## src/rtl/rv_pkg.sv

```systemverilog
// rv_pkg: shared RV32 widths, fetch FSM encoding and instruction constants
package rv_pkg;
  localparam int XLEN = 32;
  localparam logic [XLEN-1:0] NOP = 32'h0000_0013;
  localparam logic [XLEN-1:0] HALT_WORD_DEFAULT = 32'h0000_0000;
  typedef enum logic [1:0] {BOOT, RUN, HALT} fetch_state_e;
endpackage

```

## src/rtl/if_id_reg.sv

```systemverilog
// if_id_reg: IF/ID pipeline register; flush kills the entry, enable captures a new one
module if_id_reg import rv_pkg::*; (
  input  logic            clk,
  input  logic            rst_n,
  input  logic            en,
  input  logic            flush,
  input  logic [XLEN-1:0] pc_i,
  input  logic [XLEN-1:0] pc_plus4_i,
  input  logic [XLEN-1:0] instr_i,
  output logic            valid,
  output logic [XLEN-1:0] pc,
  output logic [XLEN-1:0] pc_plus4,
  output logic [XLEN-1:0] instr
);
  logic            valid_q, valid_d;
  logic [XLEN-1:0] pc_q, pc_d, pc_plus4_q, pc_plus4_d, instr_q, instr_d;
  // next entry: flush only clears valid, payload fields are held
  always_comb begin
    valid_d    = flush ? 1'b0 : en ? 1'b1 : valid_q;
    pc_d       = (en && !flush) ? pc_i : pc_q;
    pc_plus4_d = (en && !flush) ? pc_plus4_i : pc_plus4_q;
    instr_d    = (en && !flush) ? instr_i : instr_q;
  end
  // entry storage, cleared asynchronously
  always_ff @(posedge clk or negedge rst_n) begin
    if (!rst_n) begin
      valid_q    <= 1'b0;
      pc_q       <= '0;
      pc_plus4_q <= '0;
      instr_q    <= '0;
    end else begin
      valid_q    <= valid_d;
      pc_q       <= pc_d;
      pc_plus4_q <= pc_plus4_d;
      instr_q    <= instr_d;
    end
  end
  assign valid    = valid_q;
  assign pc       = pc_q;
  assign pc_plus4 = pc_plus4_q;
  assign instr    = instr_q;
endmodule

```

## src/rtl/fetch_stage.sv

```systemverilog
// fetch_stage: PC sequencing with boot/run/halt control feeding the IF/ID register
module fetch_stage import rv_pkg::*; #(
  parameter logic [XLEN-1:0] RESET_VECTOR = 32'h0000_0000,
  parameter logic [XLEN-1:0] HALT_WORD    = HALT_WORD_DEFAULT
) (
  input  logic            clk,
  input  logic            rst_n,
  output logic [XLEN-1:0] imem_addr,
  input  logic [XLEN-1:0] imem_rdata,
  input  logic            stall,
  input  logic            redirect,
  input  logic [XLEN-1:0] redirect_pc,
  output logic            ifid_valid,
  output logic [XLEN-1:0] ifid_pc,
  output logic [XLEN-1:0] ifid_pc_plus4,
  output logic [XLEN-1:0] ifid_instr,
  output logic            halted,
  output logic            misalign_err
);
  fetch_state_e    state_q, state_d;
  logic [XLEN-1:0] pc_q, pc_d, pc_plus4;
  logic            halted_q, halted_d, misalign_q, misalign_d, cap_en, flush;
  assign pc_plus4 = pc_q + 32'd4;
  // next-state: redirect beats stall, stall beats halt detection and advance
  always_comb begin
    state_d    = state_q;
    pc_d       = pc_q;
    misalign_d = misalign_q;
    cap_en     = 1'b0;
    flush      = 1'b0;
    if (redirect) begin
      flush = 1'b1;
      if (redirect_pc[1:0] != 2'b00) begin
        misalign_d = 1'b1;
        state_d    = HALT;
      end else begin
        pc_d    = redirect_pc;
        state_d = RUN;
      end
    end else if (state_q == BOOT) begin
      state_d = RUN;
    end else if (!stall && state_q == RUN) begin
      if (imem_rdata == HALT_WORD) begin
        flush   = 1'b1;
        state_d = HALT;
      end else begin
        cap_en = 1'b1;
        pc_d   = pc_plus4;
      end
    end
    halted_d = state_d == HALT;
  end
  // control state with registered halted flag and sticky misalignment flag
  always_ff @(posedge clk or negedge rst_n) begin
    if (!rst_n) begin
      state_q    <= BOOT;
      pc_q       <= RESET_VECTOR;
      halted_q   <= 1'b0;
      misalign_q <= 1'b0;
    end else begin
      state_q    <= state_d;
      pc_q       <= pc_d;
      halted_q   <= halted_d;
      misalign_q <= misalign_d;
    end
  end
  if_id_reg u_if_id (
    .clk        (clk),
    .rst_n      (rst_n),
    .en         (cap_en),
    .flush      (flush),
    .pc_i       (pc_q),
    .pc_plus4_i (pc_plus4),
    .instr_i    (imem_rdata),
    .valid      (ifid_valid),
    .pc         (ifid_pc),
    .pc_plus4   (ifid_pc_plus4),
    .instr      (ifid_instr)
  );
  assign imem_addr    = pc_q;
  assign halted       = halted_q;
  assign misalign_err = misalign_q;
endmodule

```

## config.mk

```make
export PLATFORM = sky130hd
export DESIGN_NAME = fetch_stage
export DESIGN_NICKNAME = d
export VERILOG_FILES = /design/src/rtl/rv_pkg.sv /design/src/rtl/if_id_reg.sv /design/src/rtl/fetch_stage.sv
export SDC_FILE = /design/constraint.sdc
export NUM_CORES = 1
export LEC_CHECK = 0
export ABC_AREA = 0
export CAP_MARGIN = 40
export CORE_UTILIZATION = 46
export DETAILED_ROUTE_END_ITERATION = 8
export PLACE_DENSITY = 0.85
export SETUP_SLACK_MARGIN = 0.3
export SKIP_CTS_REPAIR_TIMING = 1
export SLEW_MARGIN = 5
export SYNTH_ARGS = -nofsm -noshare
export SYNTH_HDL_FRONTEND = slang
export SYNTH_SLANG_ARGS = --single-unit
```

## constraint.sdc

```tcl
create_clock -name clk -period 2.8 [get_ports clk]
set_clock_uncertainty 0.05 [all_clocks]
set_input_delay 0.42 -clock clk [delete_from_list [all_inputs] [get_ports clk]]
set_output_delay 0.42 -clock clk [all_outputs]
set_load 0.01 [all_outputs]
```

==> flow_metrics.tcl <==
set metrics [dict create \
    num_antenna_cells 0 \
    clock_latency_ns 0.41 \
    r2r_end "imem_addr[26]$_DFFE_PN0P_" \
    ant_nets 0 \
    period_needed_ns 2.326 \
    cts_buffers 17 \
    min_path_type "primary input to async pin" \
    slew_headroom_pct 49.91 \
    synth_top_family_by_area "simple AND/OR/NAND/NOR gates" \
    ff2ff_path_depth 6 \
    synth_edf_count 0 \
    avgSynthCellArea_um2 9.081 \
    drive_above_1_share_pct 8.627 \
    setup_viol 0 \
    grt_pass1_vias 5524 \
    yosys.area_share.simple_pct 26.28 \
    clk_pin_slew_worst_paths_ns 0.05 \
    slew_violations 0 \
    synth-seq-cells 131 \
    endpoint_kind "register" \
    port-buffer-count 198 \
    routed.top_layer "met4" \
    die_w_um 117.0 \
    num_rows 41 \
    wire_per_inst_um 16.94 \
    hold_violations 5 \
    required_ns 3.08 \
    drc 0 \
    synth-xor-area-share_pct 4.030 \
    m1WireLength_mm 7.691 \
    firstDrtPassIters 5 \
    vias 5730 \
    synth-compound-area-share_pct 11.33 \
    routed_wl_mm 17.83 \
    dieArea_um2 13690 \
    syn_nets 739 \
    grt_setup_unrepaired "false" \
    finalPower_uw 6977 \
    max_clock_freq_ghz 0.4299 \
    grt_pass1_wl_mm 29.10 \
    crit_type "register to register" \
    final_area_um2 8956 \
    startpoint_type "register" \
    reg2reg_from "imem_addr[2]$_DFFE_PN0P_" \
    ys_types 60 \
    peakVddDrop_uv 417.5 \
    fill_cells 955 \
    synth_fa_ha_area_share_pct 0.2056 \
    async_flop_share_pct 100.0 \
    seq_area_frac_synth_pct 53.88 \
    start_util_pct 47.63 \
    worstPathMaxFanout 8 \
    final_nets 940 \
    r2r_setup_slack_ns 0.47 \
    cts_tree "done" \
    gp_congestion 0.8440 \
    ios 199 \
    cap_violations 0 \
    min_period_over_period_pct 83.07 \
    clock_sinks 131 \
    dp_hpwl_mm 12.84 \
    tightest_slew_ns 0.7514 \
    coreArea_um2 12770 \
    via_per_inst 5.442 \
    fin_ws_ns 0.4740 \
    synthFlopType "dfrtp_1" \
    yosysWarningCount 0 \
    grtUsageTotal_pct 28.11 \
    placed_area_um2 8398 \
    holdWs_ns -0.005696 \
    status "finished, violations left" \
    chipHeight_um 117.0 \
    crit_arrival_ns 2.61 \
    leakage_uw 0.003987 \
    postSynthCellCount 670 \
    muxShareOfSynthArea_pct 0.1645 \
    clk_path_buf_depth 2 \
    met2WireLength_mm 8.288 \
    htree_num_levels 4 \
    crit_path_end "imem_addr[26]$_DFFE_PN0P_" \
    grt_max_degree 83 \
    antenna_found_initial 0 \
    root_buffer "clkbuf_16" \
    grt-ovfl-total 0 \
    place_ws_ns 0.2024 \
    startpoint "imem_addr[2]$_DFFE_PN0P_" \
    tns_ns 0 \
    drt_iter0_drc 379 \
    wl_met3_mm 1.399 \
    syn_area_um2 6085 \
    powerDensity_nw_per_um2 779.1 \
    areaGrowthSynthToFinish_pct 47.19 \
    violations "hold timing" \
]
power by group:
part | total, µW | internal [µW] | switching (µW)
clock | 2130 | 1360 | 769
combinational | 2090 | 1190 | 902
sequential | 2760 | 2380 | 385
worst min-delay path by stage:
stage	startpoint	end	slack, ns	cells past startpoint
3_5_place_dp	misalign_err$_DFFE_PN0P_	misalign_err$_DFFE_PN0P_	0.41	1
3_3_place_gp	misalign_err$_DFFE_PN0P_	misalign_err$_DFFE_PN0P_	0.40	1
4_1_cts	rst_n	u_if_id.instr[14]$_DFFE_PN0P_	0.03	1
2_1_floorplan	rst_n	halted$_DFF_PN0_	0.07	0
6_report	rst_n	u_if_id.instr[13]$_DFFE_PN0P_	-0.006	1
5_1_grt	rst_n	u_if_id.instr[26]$_DFFE_PN0P_	0.06	1
sequential cells by signal, summed over array words and instances (netlist names):
register and flops:
u_if_id.pc_plus4 30, misalign_err 1, halted 1, u_if_id.pc 32
imem_addr 32, u_if_id.valid 1, state_q 2, u_if_id.instr 32
synth_stat cells (2+ instances only):
library cell	count	area (µm²)
a211oi_1	4	30.03
a21oi_1	5	25.02
a22oi_1	5	37.54
a311oi_1	3	26.28
a31oi_1	3	18.77
and2_1	2	12.51
and3_1	10	62.56
and4_1	2	17.52
buf_2	22	110.1
buf_4	4	30.03
clkbuf_1	19	71.32
dfrtp_1	131	3278
inv_1	7	26.28
nand2_1	250	938.4
nand2b_1	3	18.77
nand3_1	17	85.08
nand4_1	8	50.05
nand4_2	2	25.02
nor2_1	26	97.59
nor3_1	6	30.03
nor3_2	2	20.02
nor4_1	9	56.30
nor4_2	2	25.02
o211ai_1	11	82.58
o21ai_0	35	175.2
o21ai_1	2	10.01
o221a_2	3	33.78
o221ai_1	4	35.03
o22ai_1	3	18.77
o311ai_0	10	87.58
o32ai_1	2	17.52
or2_2	2	12.51
or3_1	3	18.77
xnor2_1	18	157.7
xor2_1	10	87.58
layer usage:
metal / GRT usage [%] / up-vias
met5: 0 / -
met4: 11.90 / 0
met3: 8.239 / 34
met2: 43.04 / 258
met1: 37.43 / 2761
li1: - / 2677
cell families (layout without fill, tap and decap cells):
kind of cell / after synthesis / count (layout)
buf+inv: 55 / 266
xor+xnor: 28 / 28
flops: 131 / 131
simple gates: 354 / 354
fa+ha+maj: 1 / 1
compound gates: 100 / 100
mux: 1 / 1
through the flow:
step | hold slack [ns] | utilization [%] | cells
floorplan | 0.07441 | - | 670
global placement | 0.4008 | 65.75 | 1024
detailed placement | 0.4066 | 65.75 | 1024
CTS | 0.02791 | 70.11 | 1053
global route | 0.05543 | 70.11 | 1053
finish | -0.005696 | 70.11 | 1053
cells in the final DEF (no fill, tap or decap), types with 11 or more instances in the layout:
master | synthesis | final
nand2_1 | 250 | 250
clkdlybuf4s50_1 | 0 | 197
dfrtp_1 | 131 | 131
o21ai_0 | 35 | 35
nor2_1 | 26 | 26
buf_4 | 4 | 24
xnor2_1 | 18 | 18
nand3_1 | 17 | 17
clkbuf_16 | 0 | 17
o211ai_1 | 11 | 11
layout make-up:
class	count	area [µm²]	area share (%)
sequential	131	3278	36.60
multi-input combinational	484	2571	28.71
tap	172	215.2	2.403
timing repair buffer	229	2303	25.72
clock inverter	6	80.08	0.8941
clock buffer	23	478.0	5.337
inverter	8	30.03	0.3353
critical path, stage by stage, from the launching register on:
cell and delay [ns]:
dfrtp_1 0.50, ha_1 0.28, nand4_1 0.18, nor3_2 0.47, nand3_1 0.27, or2_2 0.33, a31oi_1 0.17
Power figures use the tool's default switching activity.
